**config.mk**
```make
export PLATFORM = sky130hd
export DESIGN_NAME = cc_branch_unit_flat
export DESIGN_NICKNAME = d
export VERILOG_FILES = /design/src/rtl/cc_branch_unit_if.sv /design/src/rtl/cc_branch_unit.sv /design/src/flat_wrapper.sv
export SDC_FILE = /design/constraint.sdc
export NUM_CORES = 1
export LEC_CHECK = 0
export ABC_AREA = 0
export CORE_MARGIN = 5
export CORE_UTILIZATION = 47
export DETAILED_ROUTE_END_ITERATION = 10
export GPL_ROUTABILITY_DRIVEN = 0
export PLACE_DENSITY = 0.82
export SLEW_MARGIN = 20
export SYNTH_ARGS = -nofsm -noshare
export SYNTH_HDL_FRONTEND = slang
export SYNTH_SLANG_ARGS = --single-unit
```
**constraint.sdc**
```tcl
create_clock -name Clk -period 3.75 [get_ports Clk]
set_input_delay 1.125 -clock Clk [delete_from_list [all_inputs] [get_ports Clk]]
set_output_delay 1.125 -clock Clk [all_outputs]
set_load 0.01 [all_outputs]
```
**src/rtl/cc_branch_unit_if.sv**
```systemverilog
// cc_branch_unit_if: control/status bundle for cc_branch_unit. The master drives Bus_In,
// LOAD_CC, IR_part, LOAD_BEN, CC_PUSH, CC_POP and ERR_CLR. The slave returns BEN_out,
// NZP_out, Stack_Count, Stack_Full, Stack_Empty and Stack_Err.
interface cc_branch_unit_if #(parameter int WIDTH = 16, parameter int DEPTH = 4);
  logic [WIDTH-1:0]           Bus_In;
  logic                       LOAD_CC;
  logic [2:0]                 IR_part;
  logic                       LOAD_BEN;
  logic                       CC_PUSH;
  logic                       CC_POP;
  logic                       ERR_CLR;
  logic                       BEN_out;
  logic [2:0]                 NZP_out;
  logic [$clog2(DEPTH+1)-1:0] Stack_Count;
  logic                       Stack_Full;
  logic                       Stack_Empty;
  logic                       Stack_Err;
  modport master (output Bus_In, LOAD_CC, IR_part, LOAD_BEN, CC_PUSH, CC_POP, ERR_CLR,
                  input BEN_out, NZP_out, Stack_Count, Stack_Full, Stack_Empty, Stack_Err);
  modport slave  (input Bus_In, LOAD_CC, IR_part, LOAD_BEN, CC_PUSH, CC_POP, ERR_CLR,
                  output BEN_out, NZP_out, Stack_Count, Stack_Full, Stack_Empty, Stack_Err);
endinterface

```
**src/rtl/cc_branch_unit.sv**
```systemverilog
// cc_branch_unit: NZP condition-code register, registered BEN and a DEPTH-entry NZP save stack.
// Ports: Clk and Reset (asynchronous, active-high), plus bus (cc_branch_unit_if.slave) carrying the bus value, control strobes and status.
// Optional macro CC_BYPASS_EN: when it is defined, BEN is evaluated against the incoming NZP instead of the registered NZP.
module cc_branch_unit #(
  parameter int WIDTH = 16,
  parameter int DEPTH = 4
) (
  input logic             Clk,
  input logic             Reset,
  cc_branch_unit_if.slave bus
);
  localparam int CW = $clog2(DEPTH + 1);
  localparam int AW = DEPTH > 1 ? $clog2(DEPTH) : 1;
  logic [2:0]    r_nzp;
  logic          r_ben;
  logic          r_err;
  logic [CW-1:0] r_cnt;
  logic [2:0]    r_stk [DEPTH];
  logic          w_n, w_z, w_push, w_pop, w_full, w_empty, w_push_ok, w_pop_ok, w_err;
  logic [2:0]    w_cc, w_nzp_nxt, w_ben_src;
  logic [AW-1:0] w_wr, w_rd;
  always_comb begin
    w_n       = bus.Bus_In[WIDTH-1];
    w_z       = bus.Bus_In == '0;
    w_cc      = {w_n, w_z, ~w_n & ~w_z};
    w_push    = bus.CC_PUSH & ~bus.CC_POP;
    w_pop     = bus.CC_POP & ~bus.CC_PUSH;
    w_full    = r_cnt == CW'(DEPTH);
    w_empty   = r_cnt == '0;
    w_push_ok = w_push & ~w_full;
    w_pop_ok  = w_pop & ~w_empty;
    // collision, overflow and underflow all leave the stack untouched and flag an error
    w_err     = (bus.CC_PUSH & bus.CC_POP) | (w_push & w_full) | (w_pop & w_empty);
    w_wr      = AW'(r_cnt);
    w_rd      = AW'(r_cnt - CW'(1));
    w_nzp_nxt = w_pop_ok ? r_stk[w_rd] : bus.LOAD_CC ? w_cc : r_nzp;
`ifdef CC_BYPASS_EN
    w_ben_src = w_nzp_nxt;
`else
    w_ben_src = r_nzp;
`endif
  end
  always_ff @(posedge Clk or posedge Reset)
    if (Reset) begin
      r_nzp <= 3'b010;
      r_ben <= 1'b0;
      r_err <= 1'b0;
      r_cnt <= '0;
    end else begin
      r_nzp <= w_nzp_nxt;
      r_ben <= bus.LOAD_BEN ? |(bus.IR_part & w_ben_src) : r_ben;
      r_err <= w_err | (r_err & ~bus.ERR_CLR);
      r_cnt <= w_push_ok ? r_cnt + CW'(1) : w_pop_ok ? r_cnt - CW'(1) : r_cnt;
    end
  // storage is unreset; only entries below the count are ever read
  always_ff @(posedge Clk)
    if (w_push_ok) r_stk[w_wr] <= r_nzp;
  assign bus.BEN_out     = r_ben;
  assign bus.NZP_out     = r_nzp;
  assign bus.Stack_Count = r_cnt;
  assign bus.Stack_Full  = w_full;
  assign bus.Stack_Empty = w_empty;
  assign bus.Stack_Err   = r_err;
endmodule

```
**src/flat_wrapper.sv**
```systemverilog
// flat-port wrapper written by rule: the top's interface ports become plain ports
module cc_branch_unit_flat 
#(
  parameter int WIDTH = 16,
  parameter int DEPTH = 4
)
  (Clk, Reset, bus_Bus_In, bus_LOAD_CC, bus_IR_part, bus_LOAD_BEN, bus_CC_PUSH, bus_CC_POP, bus_ERR_CLR, bus_BEN_out, bus_NZP_out, bus_Stack_Count, bus_Stack_Full, bus_Stack_Empty, bus_Stack_Err);
  cc_branch_unit_if #(.WIDTH(WIDTH), .DEPTH(DEPTH)) bus_i ();
  input logic Clk;
  input logic Reset;
  input wire logic [$bits(bus_i.Bus_In)-1:0] bus_Bus_In;
  input wire logic [$bits(bus_i.LOAD_CC)-1:0] bus_LOAD_CC;
  input wire logic [$bits(bus_i.IR_part)-1:0] bus_IR_part;
  input wire logic [$bits(bus_i.LOAD_BEN)-1:0] bus_LOAD_BEN;
  input wire logic [$bits(bus_i.CC_PUSH)-1:0] bus_CC_PUSH;
  input wire logic [$bits(bus_i.CC_POP)-1:0] bus_CC_POP;
  input wire logic [$bits(bus_i.ERR_CLR)-1:0] bus_ERR_CLR;
  output wire logic [$bits(bus_i.BEN_out)-1:0] bus_BEN_out;
  output wire logic [$bits(bus_i.NZP_out)-1:0] bus_NZP_out;
  output wire logic [$bits(bus_i.Stack_Count)-1:0] bus_Stack_Count;
  output wire logic [$bits(bus_i.Stack_Full)-1:0] bus_Stack_Full;
  output wire logic [$bits(bus_i.Stack_Empty)-1:0] bus_Stack_Empty;
  output wire logic [$bits(bus_i.Stack_Err)-1:0] bus_Stack_Err;
  assign bus_i.Bus_In = bus_Bus_In;
  assign bus_i.LOAD_CC = bus_LOAD_CC;
  assign bus_i.IR_part = bus_IR_part;
  assign bus_i.LOAD_BEN = bus_LOAD_BEN;
  assign bus_i.CC_PUSH = bus_CC_PUSH;
  assign bus_i.CC_POP = bus_CC_POP;
  assign bus_i.ERR_CLR = bus_ERR_CLR;
  assign bus_BEN_out = bus_i.BEN_out;
  assign bus_NZP_out = bus_i.NZP_out;
  assign bus_Stack_Count = bus_i.Stack_Count;
  assign bus_Stack_Full = bus_i.Stack_Full;
  assign bus_Stack_Empty = bus_i.Stack_Empty;
  assign bus_Stack_Err = bus_i.Stack_Err;
  cc_branch_unit #(.WIDTH(WIDTH), .DEPTH(DEPTH)) u_core (.Clk(Clk), .Reset(Reset), .bus(bus_i));
endmodule
```
==> flow_metrics.py <==
metrics = {
    "cts": {
        "post_cts_resized": 0,
        "clkTransAtPathRegs_ns": 0.11,
        "insertion_delay_ns": 0.29,
        "cts_tree": "built",
        "clock-sinks": 20,
        "numCtsBuffers": 3,
        "cts_hold_buf": 0,
        "cts_max_level": 1,
        "clockBufferDepth": 2,
        "clockRootBuffer": "clkbuf_4",
        "cts_setup_buffers": 0,
    },
    "yosys": {
        "ys_top_cells_by_area": "edfxtp_1, dfrtp_1, ha_1",
        "synth_compound_area_share_pct": 7.885,
        "ys_top_cells_by_count": "edfxtp_1, dfrtp_1, ha_1",
        "post-synth-top-count-cell": "edfxtp_1",
        "synthFlopType": "edfxtp_1",
        "seq_area_frac_synth_pct": 56.20,
        "synth_area_leader_cell": "edfxtp_1",
        "synth_cells": 71,
        "async_reset_ff_share_pct": 40.00,
        "synth_top_family_by_area": "simple AND/OR/NAND/NOR gates",
        "ys_types": 23,
        "synth_edf_count": 12,
        "synth_nets": 103,
        "synthSimpleGateAreaFrac_pct": 13.77,
        "syn_avg_cell_area_um2": 14.08,
        "synthMuxAreaShare_pct": 10.76,
        "synth_top_area_share_pct": 36.05,
        "synthAdderAreaFrac_pct": 7.509,
        "netlist_area_um2": 999.7,
        "yosys_warnings": 0,
        "ys_ff_latch": 20,
        "synth_xor_area_share_pct": 0.8761,
    },
    "sta": {
        "setup_slack_ns": 0.6081,
        "fin_crit_ns": 3.142,
        "post-route-period-util_pct": 83.78,
        "max_freq_mhz": 318.3,
        "slew_violations": 0,
        "fin_worst_skew_ns": 0.008341,
        "setup_viol": 0,
        "finalHoldViolCount": 0,
        "rsz0062_at_grt": "no",
        "worstMarginPinSlew_ns": 0.3692,
        "slew_headroom_pct": 75.16,
        "finalSetupTns_ns": 0,
    },
    "setup_path": {
        "critPathLaunchType": "register",
        "r2r_setup_slack_ns": 1.77,
        "cp.arrival_ns": 2.02,
        "worstReg2RegStart": "u_core.bus.Stack_Count[0]",
        "crit_family": "buffers and inverters",
        "path_cells": "inv_1, ha_1, ha_1, clkdlybuf4s50_1",
        "reg2reg_depth": 5,
        "cp.required_ns": 2.62,
        "path_class": "register to primary output",
        "critPathCaptureType": "primary output",
        "crit_slowest_cell": "dfrtp_1",
        "r2r-end": "u_core.r_stk[0][1]",
        "path_common_cell": "ha_1",
        "path_buf_inv": 2,
        "max_stage_delay_ns": 0.58,
        "worstPathMaxFanout": 8,
    },
    "route": {
        "viasPerCell": 5.206,
        "routed_wl_mm": 2.244,
        "ant_nets": 0,
        "dr.pass1.iters": 4,
        "drc": 0,
        "detail_route.wl_per_cell_um": 16.50,
        "drt_first_iter_violations": 19,
        "dr_total_vias": 708,
    },
    "floorplan": {
        "core.rowCount": 16,
        "num_io_pins": 36,
        "core_area_um2": 2002,
        "chipHeight_um": 56.12,
        "fp.dieW_um": 56.12,
        "dieArea_um2": 3149,
        "initial_utilization_pct": 49.94,
    },
    "run_status": {
        "status": "completed",
    },
    "layout": {
        "design_area_um2": 1399,
        "nets": 142,
        "seq_area_um2": 561.8,
        "multi_input_area_um2": 407.9,
        "syn_to_final_growth_pct": 39.92,
        "fillers": 143,
        "diodes": 0,
        "layout-drive-gt1-share_pct": 13.76,
    },
    "global_routing": {
        "overflow": 0,
        "grt_pass1_vias": 740,
        "grt.total_usage_pct": 15.31,
        "grt_max_degree": 12,
        "grt_pass1_wl_mm": 3.677,
        "grt_antenna_before_repair": 0,
    },
    "min_path": {
        "min_path_cells": 2,
        "min_path_type": "register to register",
        "worstHoldStart": "u_core.bus.Stack_Err",
        "hold_end": "u_core.bus.Stack_Err",
    },
    "power": {
        "power_uw": 822.7,
        "powerDensity_nw_per_um2": 588.1,
        "vdd_drop_max_uv": 463.8,
        "p_leak_nw": 0.5353,
    },
    "run": {
        "drv_cap": 0,
    },
    "placement": {
        "pre_cts_slack_ns": 0.9284,
        "placedInstanceArea_um2": 1373,
        "dp_hpwl_mm": 1.940,
        "port_buffers": 35,
    },
}
[tightest hold or removal path: stages, from the launching register on]
cell and delay [ns]:
dfrtp_1 0.39, inv_1 0.06, o22ai_1 0.07
[area by class of cell]
cell class,count,area share (%)
tap,27,2.415
inverter,5,1.342
multi-input combinational,45,29.16
timing repair buffer,35,25.04
clock buffer,4,1.878
sequential,20,40.16
[power by group]
part / internal, mW / leakage, nW / switching [mW]
Clock: 0.0413 / 0.0150 / 0.0620
Sequential: 0.299 / 0.200 / 0.0583
Combinational: 0.204 / 0.320 / 0.158
[cells in the final DEF, fill, tap and decap left out, types with 3 or more instances in the layout]
cell type        synthesis  layout
mux4_2                   3       3
clkbuf_4                 0       3
nor4_1                   4       4
mux2i_1                  4       4
and2_2                   3       3
ha_1                     6       6
inv_1                    5       5
nor2_1                   5       5
edfxtp_1                12      12
dfrtp_1                  7       7
clkdlybuf4s50_1          0      35
a21oi_1                  5       5
[worst max path at each step]
stage | startpoint | endpoint | cells after the start
2_1_floorplan | u_core.bus.Stack_Count[0] | bus_Stack_Empty | 4
3_3_place_gp | u_core.bus.Stack_Count[0] | bus_Stack_Empty | 4
3_5_place_dp | u_core.bus.Stack_Count[0] | bus_Stack_Empty | 4
4_1_cts | u_core.bus.Stack_Count[0] | bus_Stack_Empty | 4
5_1_grt | u_core.bus.Stack_Count[0] | bus_Stack_Empty | 4
6_report | u_core.bus.Stack_Count[0] | bus_Stack_Empty | 4
[logic make-up (layout without fill, tap and decap cells)]
logic type                 after synthesis  in the layout
adders and majority gates                6              6
AOI/OAI and AO/OA                       12             12
and+or+nand+nor                         19             19
DFF                                     20             20
muxes                                    7              7
xor gates and xnor gates                 1              1
buffers and inverters                    6             44
[sequential cells by signal, indices dropped and copies added (netlist names)]
| register | cells |
|---|---|
| u_core.r_stk | 12 |
| u_core.bus.Stack_Err | 1 |
| u_core.bus.NZP_out | 3 |
| u_core.bus.Stack_Count | 3 |
| u_core.bus.BEN_out | 1 |
[per-stage QoR]
step | cells | hold WS (ns) | util (%)
global route | 136 | 0.5952 | 69.88
global placement | 132 | 0.5148 | 68.56
floorplan | 71 | 0.5570 | -
detailed placement | 132 | 0.5306 | 68.56
finish | 136 | 0.5513 | 69.88
CTS | 136 | 0.5513 | 69.88
[layer usage]
layer	up-vias	global-route usage, %	wire (um)
met4	0	6.102	38
met2	12	27.38	1220
met3	4	1.624	65
li1	350	-	-
met5	-	0	0
met1	342	18.61	920
No activity file was read; power rests on OpenSTA's default activity.
